`src/rtl/lane_game_pkg.sv`:
```
// Shared constants for the lane game controller: FSM encodings, default
// parameters, output widths and signed score saturation limits.
package lane_game_pkg;

    localparam int unsigned DEF_LANES      = 4;
    localparam int unsigned DEF_NOTES      = 128;
    localparam int unsigned DEF_HIT_CYCLES = 50_000_000;
    localparam int unsigned DEF_GAP_CYCLES = 25_000_000;
    localparam int unsigned DEF_SCORE_W    = 8;

    localparam int unsigned STATE_W  = 3;
    localparam int unsigned TARGET_W = 3;
    localparam int unsigned STREAK_W = 8;
    localparam int unsigned NOTES_W  = 10;

    typedef logic [STATE_W-1:0] state_t;

    localparam state_t ST_IDLE = 3'd0;
    localparam state_t ST_PICK = 3'd1;
    localparam state_t ST_NOTE = 3'd2;
    localparam state_t ST_GAP  = 3'd3;
    localparam state_t ST_DONE = 3'd4;

    localparam logic [STREAK_W-1:0] STREAK_MAX = 8'hFF;

    // Largest and smallest values of a w-bit two's-complement score.
    function automatic int score_max(input int unsigned w);
        return (1 << (w - 1)) - 1;
    endfunction

    function automatic int score_min(input int unsigned w);
        return -(1 << (w - 1));
    endfunction

endpackage

```
`src/rtl/lane_press_detect.sv`:
```
// Per-lane two-flop synchroniser followed by a registered falling-edge detect
// on the active-low buttons; press_c pulses for one cycle per new press.
module lane_press_detect
    import lane_game_pkg::*;
#(
    parameter int unsigned LANES = DEF_LANES
) (
    input  logic             clk,
    input  logic             rst,
    input  logic [LANES-1:0] buttons,
    output logic [LANES-1:0] press_c
);

    logic [LANES-1:0] sync1_q, sync1_d;
    logic [LANES-1:0] sync2_q, sync2_d;
    logic [LANES-1:0] prev_q,  prev_d;

    always_comb begin
        sync1_d = buttons;
        sync2_d = sync1_q;
        prev_d  = sync2_q;
    end

    // Flops reset to the released level so reset release never looks like a press.
    always_ff @(posedge clk or negedge rst) begin
        if (!rst) begin
            sync1_q <= '1;
            sync2_q <= '1;
            prev_q  <= '1;
        end else begin
            sync1_q <= sync1_d;
            sync2_q <= sync2_d;
            prev_q  <= prev_d;
        end
    end

    assign press_c = prev_q & ~sync2_q;

endmodule

```
`src/rtl/lane_game_ctrl.sv`:
```
// Rhythm-game controller: picks a target lane per note, opens a timed hit
// window, scores hits/misses with saturation and sequences a whole song.
module lane_game_ctrl
    import lane_game_pkg::*;
#(
    parameter int unsigned LANES      = DEF_LANES,
    parameter int unsigned NOTES      = DEF_NOTES,
    parameter int unsigned HIT_CYCLES = DEF_HIT_CYCLES,
    parameter int unsigned GAP_CYCLES = DEF_GAP_CYCLES,
    parameter int unsigned SCORE_W    = DEF_SCORE_W
) (
    input  logic                      clk,
    input  logic                      rst,
    input  logic                      start,
    input  logic [LANES-1:0]          buttons,
    input  logic [15:0]               rand_in,
    output logic [TARGET_W-1:0]       target,
    output logic                      note_active,
    output logic signed [SCORE_W-1:0] score,
    output logic [STREAK_W-1:0]       streak,
    output logic [NOTES_W-1:0]        notes_left,
    output logic                      done
);

    localparam int unsigned TMR_MAX = (HIT_CYCLES > GAP_CYCLES) ? HIT_CYCLES : GAP_CYCLES;
    localparam int unsigned TMR_W   = (TMR_MAX > 1) ? $clog2(TMR_MAX) : 1;

    localparam logic [TMR_W-1:0] HIT_LOAD = TMR_W'(HIT_CYCLES - 1);
    localparam logic [TMR_W-1:0] GAP_LOAD = TMR_W'(GAP_CYCLES - 1);

    localparam logic signed [SCORE_W-1:0] SCORE_HI = SCORE_W'(score_max(SCORE_W));
    localparam logic signed [SCORE_W-1:0] SCORE_LO = SCORE_W'(score_min(SCORE_W));

    state_t                      state_q,       state_d;
    logic [TMR_W-1:0]            tmr_q,         tmr_d;
    logic [TARGET_W-1:0]         target_q,      target_d;
    logic                        note_active_q, note_active_d;
    logic signed [SCORE_W-1:0]   score_q,       score_d;
    logic [STREAK_W-1:0]         streak_q,      streak_d;
    logic [NOTES_W-1:0]          notes_left_q,  notes_left_d;
    logic                        done_q,        done_d;

    logic [LANES-1:0] press_c;
    logic [LANES-1:0] target_mask_c;
    logic [15:0]      lane_pick_c;
    logic             any_press_c;
    logic             hit_c;

    lane_press_detect #(
        .LANES (LANES)
    ) u_press (
        .clk     (clk),
        .rst     (rst),
        .buttons (buttons),
        .press_c (press_c)
    );

    assign lane_pick_c   = rand_in % 16'(LANES);
    assign target_mask_c = LANES'(1) << target_q;
    assign any_press_c   = |press_c;
    // Exactly the target lane counts; any extra lane turns the press into a miss.
    assign hit_c         = (press_c == target_mask_c);

    // Next-state, shared timer and scoring.
    always_comb begin
        state_d      = state_q;
        tmr_d        = tmr_q;
        target_d     = target_q;
        score_d      = score_q;
        streak_d     = streak_q;
        notes_left_d = notes_left_q;

        case (state_q)
            ST_IDLE, ST_DONE: begin
                if (start) begin
                    state_d      = ST_PICK;
                    tmr_d        = '0;
                    score_d      = '0;
                    streak_d     = '0;
                    notes_left_d = NOTES_W'(NOTES);
                end
            end
            ST_PICK: begin
                target_d     = TARGET_W'(lane_pick_c);
                notes_left_d = notes_left_q - NOTES_W'(1);
                tmr_d        = HIT_LOAD;
                state_d      = ST_NOTE;
            end
            ST_NOTE: begin
                // A press wins over a window expiring on the same edge.
                if (any_press_c || (tmr_q == '0)) begin
                    state_d = ST_GAP;
                    tmr_d   = GAP_LOAD;
                    if (any_press_c && hit_c) begin
                        score_d  = (score_q == SCORE_HI) ? score_q : score_q + SCORE_W'(1);
                        streak_d = (streak_q == STREAK_MAX) ? streak_q : streak_q + STREAK_W'(1);
                    end else begin
                        score_d  = (score_q == SCORE_LO) ? score_q : score_q - SCORE_W'(1);
                        streak_d = '0;
                    end
                end else begin
                    tmr_d = tmr_q - TMR_W'(1);
                end
            end
            ST_GAP: begin
                if (tmr_q == '0) begin
                    state_d = (notes_left_q != '0) ? ST_PICK : ST_DONE;
                    tmr_d   = '0;
                end else begin
                    tmr_d = tmr_q - TMR_W'(1);
                end
            end
            default: begin
                state_d = ST_IDLE;
                tmr_d   = '0;
            end
        endcase

        note_active_d = (state_d == ST_NOTE);
        done_d        = (state_d == ST_DONE);
    end

    always_ff @(posedge clk or negedge rst) begin
        if (!rst) begin
            state_q       <= ST_IDLE;
            tmr_q         <= '0;
            target_q      <= '0;
            note_active_q <= 1'b0;
            score_q       <= '0;
            streak_q      <= '0;
            notes_left_q  <= '0;
            done_q        <= 1'b0;
        end else begin
            state_q       <= state_d;
            tmr_q         <= tmr_d;
            target_q      <= target_d;
            note_active_q <= note_active_d;
            score_q       <= score_d;
            streak_q      <= streak_d;
            notes_left_q  <= notes_left_d;
            done_q        <= done_d;
        end
    end

    assign target      = target_q;
    assign note_active = note_active_q;
    assign score       = score_q;
    assign streak      = streak_q;
    assign notes_left  = notes_left_q;
    assign done        = done_q;

endmodule

```
`config.mk`:
```
export PLATFORM = sky130hd
export DESIGN_NAME = lane_game_ctrl
export DESIGN_NICKNAME = d
export VERILOG_FILES = /design/src/rtl/lane_game_pkg.sv /design/src/rtl/lane_press_detect.sv /design/src/rtl/lane_game_ctrl.sv
export SDC_FILE = /design/constraint.sdc
export NUM_CORES = 1
export LEC_CHECK = 0
export CAP_MARGIN = 40
export CORE_UTILIZATION = 39
export DETAILED_ROUTE_END_ITERATION = 6
export GPL_ROUTABILITY_DRIVEN = 1
export PLACE_DENSITY = 0.68
export SYNTH_ARGS = -nofsm -noshare
export SYNTH_HDL_FRONTEND = slang
export SYNTH_HIERARCHICAL = 1
export SYNTH_SLANG_ARGS = --single-unit
export TNS_END_PERCENT = 100
```
`constraint.sdc`:
```
create_clock -name clk -period 2.6 [get_ports clk]
set_input_delay 0.78 -clock clk [delete_from_list [all_inputs] [get_ports clk]]
set_output_delay 0.78 -clock clk [all_outputs]
set_load 0.005 [all_outputs]
```
* Word-level counts from Yosys, hierarchy flattened
Cells that the tools add are included.
W data, S select, Z words.
** Operators by class
- Eq/ne operators :: 15
- Reduce and logical (&&, ||, !) cells :: 12
- Multiplexer cells :: 21
- Add/subtract/negate cells :: 5
- Shift-type cells :: 1
- Bitwise logic cells :: 2
** Operator list (count)
- $pmux W26 S4 :: 1
- $mux W26 :: 3
- $mux W8 :: 8
- $pmux W8 S2 :: 2
- $logic_not A26 Y1 :: 1
- $sub A26 B1 Y26 const B :: 1
- $eq A8 B8 Y1 const B :: 3
- $pmux W10 S2 :: 1
- $mux W3 :: 4
- $pmux W3 S4 :: 1
- $mux W10 :: 1
- $reduce_bool A10 Y1 :: 1
- $sub A10 B1 Y10 const B :: 1
- $eq A3 B2 Y1 const B :: 3
- $ne A3 B3 Y1 const B :: 3
- $add A8 B1 Y8 const B :: 1
- $add A8 B2 Y8 const B :: 1
- $sub A8 B2 Y8 const B :: 1
- $eq A3 B3 Y1 const B :: 2
- $reduce_and A5 Y1 :: 1
- $and A4 B4 Y4 :: 1
- $eq A4 B4 Y1 :: 1
- $ne A2 B2 Y1 const B :: 2
- $not A4 Y4 :: 1
- other kinds (10) :: 11
** Word-level totals
- Output and inout port bits :: 31
- Bits of input ports :: 23
- Register bits :: 71
- Logic and storage cells :: 67

* Longest topological paths before layout
Gate-level depths: netlist (run 1).
- Depth after elaboration :: 7
- Gate-level depth with buffers :: 12
- Mapped depth without buffers :: 12

* Modules after synthesis
Netlist (run 1), hierarchy kept.
** By module, submodules not included
- lane_game_ctrl :: cells an instance 389, seq. area each 1476.4 um2, area each 3590.9 um2, times used 1
- lane_press_detect :: cells an instance 16, seq. area each 315.3 um2, area each 370.4 um2, times used 1

* Worst setup path after synthesis (run 1)
No wires, ideal clock.
- Kind :: reg-to-reg
- Start :: reg u_press.prev_q[2]
- End :: reg score_q[6], in the netlist score[6]
- Path buffers :: 0
- Setup time :: 125 ps
- Arrival :: 2640 ps
- Stages on the path, launching flop included :: 13
- Required time :: 2475 ps
- Clock period less this slack :: 2765 ps
- Path slack :: -165 ps
- Path through :: dfstp_2 nor2b_4 and3b_1 o21ai_1 nand2_2 inv_1 ha_1 nor2b_1 o21a_1 o21ai_0 mux2i_1 a21oi_1 mux2_4
** On the way
- Cells in the longest elaborated chain, start to end :: 6
- Elaborated cells between the ends (all ways) :: 12
- Classes of those cells :: 4 x eq/ne; 3 x mux; 1 x bitwise; 4 x reduce/logical
** Ends and longest elaborated chain
- from (decl) :: RTL line lane_press_detect.sv:16 : logic [LANES-1:0] prev_q, prev_d;
- from (signal assigned) :: RTL line lane_press_detect.sv:33 : prev_q <= prev_d;
- $and A4 B4 Y4 (*) :: RTL line lane_press_detect.sv:37 : assign press_c = prev_q & ~sync2_q;
- via press_c[2] :: RTL line lane_game_ctrl.sv:43 : logic [LANES-1:0] press_c;
- $eq A4 B4 Y1 / $reduce_or A4 Y1 (equally long branches) :: RTL line lane_game_ctrl.sv:62, lane_game_ctrl.sv:60
- $logic_and A1 B1 Y1 :: RTL line lane_game_ctrl.sv:94 : if (any_press_c && hit_c) begin
- $mux W8 :: RTL line lane_game_ctrl.sv:94
- $mux W8 :: RTL line lane_game_ctrl.sv:91 : if (any_press_c || (tmr_q == '0)) begin
- $pmux W8 S2 :: RTL line lane_game_ctrl.sv:73 : case (state_q)
- to (signal assigned) :: RTL line lane_game_ctrl.sv:138 : score_q <= score_d;
- to (decl) :: RTL line lane_game_ctrl.sv:38 : logic signed [SCORE_W-1:0] score_q, score_d;
The timed path passes the listed nets; every way through them passes the cells marked *. The select of a mux whose other input is x is not followed.
A chain may end at the register's enable or synchronous reset.

* Worst setup path in the final report (run 1)
- Start :: reg u_press.prev_q[2]
- End :: reg score_q[7], in the netlist score[7]
The elaborated chain is that of the path after synthesis.

==> results of run 1 <==
[layer usage]
layer / routed length [µm] / vias up / track usage [%]
li1: - / 1629 / -
met1: 4240 / 1707 / 23.7
met2: 4670 / 81 / 33.2
met3: 328 / 13 / 3.86
met4: 120 / 0 / 5.74
met5: 0 / - / 0
[critical path: cells and delay by family (launching register included)]
kind	cells	cell delay, ns
buffers and inverters	2	0.21
DFF	1	0.52
xor gates and xnor gates	1	0.25
AOI/OAI and AO/OA	4	0.74
adders and majority gates	1	0.25
and+or+nand+nor	5	0.62
[power groups by stage]
stage | combinational (µW) | clock, µW | sequential, µW
2_1_floorplan | 736 | 0 | 1610
3_3_place_gp | 1090 | 0 | 1650
3_5_place_dp | 1140 | 0 | 1670
4_1_cts | 1220 | 1010 | 1660
5_1_grt | 1420 | 1060 | 1710
6_report | 1270 | 991 | 1660
[cells by family after synthesis]
| family | synth area share [%] |
|---|---|
| AOI/OAI and AO/OA | 19.4 |
| xor gates and xnor gates | 0.885 |
| adders and majority gates | 3.66 |
| buffers and inverters | 2.68 |
| DFF | 45.2 |
| muxes | 3.51 |
| other | 0.0947 |
| and+or+nand+nor | 24.5 |
[layout make-up]
| class | instances | area [µm²] |
|---|---|---|
| clock buffer | 10 | 138 |
| inverter | 13 | 53.8 |
| fill | 913 | 4820 |
| clock inverter | 6 | 83.8 |
| timing repair buffer | 64 | 607 |
| sequential | 71 | 1790 |
| multi-input combinational | 311 | 2160 |
| tap | 133 | 166 |
[final timing paths]
check                                    end  slack, ns
setup / recovery                    score[7]      -0.10
max in group asynchronous  u_press/prev_q[0]       1.81
setup reg to reg                    score[7]      -0.10
hold reg to reg            u_press/prev_d[2]       0.36
min in group asynchronous          tmr_q[13]       0.43
hold / removal             u_press/prev_d[2]       0.36
[stage by stage]
step	utilization [%]	cell area (µm²)
floorplan	-	3980
global placement	47.0	4610
detailed placement	47.0	4620
CTS	50.2	4930
global route	50.9	5000
finish	50.9	5000
[what timing repair did]
| action | in CTS | in global routing |
|---|---|---|
| hold buffers | 0 | 0 |
| gates resized for setup | 9 | 11 |
| pin swaps | 5 | 16 |
| setup buffers | 6 | 5 |
| setup endpoints to repair | 3 | 6 |
[cell usage in the layout (no fill, tap or decap), types with 3 or more instances in the layout]
cell type | synthesis | final
clkdlybuf4s50_1 | 0 | 37
nor4_1 | 9 | 9
clkinv_2 | 0 | 3
a21oi_1 | 24 | 23
nor2b_1 | 5 | 4
o31ai_1 | 5 | 5
clkbuf_8 | 0 | 10
buf_6 | 1 | 3
buf_4 | 2 | 21
nor2b_4 | 4 | 4
inv_1 | 13 | 11
nor3_1 | 15 | 15
dfstp_2 | 12 | 12
dfrtp_1 | 59 | 59
nor2_1 | 34 | 34
o211a_1 | 3 | 3
or3_1 | 3 | 3
nand3_1 | 23 | 21
nor3_2 | 5 | 5
ha_1 | 10 | 6
mux2_4 | 7 | 7
o21ai_1 | 5 | 4
o311ai_0 | 6 | 6
o41ai_1 | 4 | 3
nand4_1 | 3 | 3
ha_4 | 0 | 3
nand2_1 | 38 | 38
o211ai_1 | 9 | 9
nor3b_1 | 6 | 4
o21ai_0 | 43 | 42
and3_1 | 5 | 5
nand2b_1 | 5 | 5
[sequential cells by signal, summed over array words and instances (netlist names)]
register / cells
state_q: 3
streak: 8
u_press/prev_d: 4
tmr_q: 26
u_press/sync1_q: 4
target: 2
notes_left: 10
done: 1
note_active: 1
u_press/prev_q: 4
score: 8
==> impl_metrics.env, run 1 <==
export IMPL_outcome="finished, violations left"
export IMPL_violations="setup timing"
export IMPL_arrival_ns=2.94
export IMPL_pre_cts_ws_ns=-0.139
export IMPL_syn_num_nets=439
export IMPL_ioPinCount=54
export IMPL_dr_pass1_iters=5
export IMPL_maxCapViolations=0
export IMPL_synth_seq_area_share_pct=45.2
export IMPL_power_density_mw_per_mm2=785
export IMPL_crit_path_cell_trace="nor2b_4 > nor3b_2 > o21ai_2 > nand2_2 > clkinv_4 > ha_4 > buf_6 > nand3_2 > o211ai_1 > o41ai_2 > xor2_1 > a31o_2 > nand3_2"
export IMPL_hold_class="reg -> reg"
export IMPL_min_delay_path_depth=0
export IMPL_cp_slowest_cell="dfstp_2"
export IMPL_slew_violations=0
export IMPL_die_x_um=103
export IMPL_drc=0
export IMPL_synth_common_cells="dfrtp_1, o21ai_0, nand2_1, nor2_1, a21oi_1"
export IMPL_netlist_area_mm2=0.00396
export IMPL_drive_above_1_share_pct=21.3
export IMPL_yosys_warnings=6
export IMPL_holdWs_ns=0.355
export IMPL_leakagePower_uw=0.00204
export IMPL_ant_nets=0
export IMPL_cts_sinks=71
export IMPL_slew_headroom_pct=58.3
export IMPL_insertedDiodeCount=0
export IMPL_worst_slack_ns=-0.104
export IMPL_place_congestion=0.791
export IMPL_die_area_mm2=0.0106
export IMPL_initial_core_util_pct=40.3
export IMPL_cts_buffers=9
export IMPL_initialDrtViolationCount=148
export IMPL_worst_pin_slew_ns=0.623
export IMPL_pwr_share_clk_pct=25.3
export IMPL_final_setup_viol_count=3
export IMPL_cts_buffer_depth=2
export IMPL_critPathRequiredTime_ns=2.84
export IMPL_slowest_delay_ns=0.52
export IMPL_peakVddDrop_v=0.000329
export IMPL_rows=36
export IMPL_ys_ff_latch=71
export IMPL_grt_max_degree=72
export IMPL_setup_tns_ns=-0.198
export IMPL_crit_top_cell="nand3_2"
export IMPL_post_place_cells=584
export IMPL_htreeDepth=3
export IMPL_min_from="u_press/sync1_q[2]"
export IMPL_r2r_start="u_press/prev_q[2]"
export IMPL_fmax_ghz=0.370
export IMPL_intPower_uw=2600
export IMPL_grt_util_all_layers_pct=19.0
export IMPL_power_switching_uw=1320
export IMPL_hold_viol_final=0
export IMPL_total_power_uw=3930
export IMPL_num_vias=3430
export IMPL_clk_pin_slew_ns=0.08
export IMPL_clkLatencyLatePin_ns=0.34
export IMPL_rsz0062_at_grt="true"
export IMPL_switching_share_pct=33.7
export IMPL_cts_tree="done"
export IMPL_path_max_fanout=5
export IMPL_yosys_area_top_type="dfrtp_1"
export IMPL_grt_pass1_vias=3380
export IMPL_synth_area_leaders="dfrtp_1, dfstp_2, o21ai_0"
export IMPL_seq_power_share_pct=42.4
export IMPL_fp_dieH_um=103
export IMPL_r2r_cells=13
export IMPL_hpwl_um=6510
export IMPL_antenna_found_initial=0
export IMPL_grt_pass1_wl_um=15700
export IMPL_synth_edf_count=0
export IMPL_yosysMostFrequentCell="dfrtp_1"
export IMPL_place_port_buffers=38
export IMPL_nNetsFinal=504
export IMPL_cts_root_buf="clkbuf_8"
export IMPL_finalNonFillerCells=608
export IMPL_wl_um=9360
export IMPL_async_flop_share_pct=100
export IMPL_viasPerCell=5.64
export IMPL_yosysUniqueCellTypes=61
export IMPL_crit_type="reg -> reg"
export IMPL_fin_skew_ns=0.00925
export IMPL_areaGrowthSynthToFinish_pct=26.2
export IMPL_synth_main_ff_cell="dfrtp_1"
export IMPL_synth_cells=405
export IMPL_period_needed_ns=2.70
export IMPL_avgSynthCellArea_um2=9.78
export IMPL_startpoint_type="register"
export IMPL_avgRoutedWirePerCell_um=15.4
export IMPL_gr_total_overflow=0
export IMPL_design_core_area_mm2=0.00982
export IMPL_p_comb_share_pct=32.4
export IMPL_fin_crit_sh_pct=104
export IMPL_cp_end_kind="register"
export IMPL_critical_path_startpoint="u_press/prev_q[2]"
export IMPL_yosysTopAreaCellShare_pct=37.3
Power figures use the tool's default switching activity.
==> run 2, diff against run 1 <==
--- a/config.mk
+++ b/config.mk
@@ -7,6 +7,7 @@
 export LEC_CHECK = 0
 export CAP_MARGIN = 40
 export CORE_UTILIZATION = 39
+export CTS_CLUSTER_SIZE = 40
 export DETAILED_ROUTE_END_ITERATION = 6
 export GPL_ROUTABILITY_DRIVEN = 1
 export PLACE_DENSITY = 0.68
==> results of run 2 <==
Same layout as run 1: the final DEF is identical, and so are final timing and power.
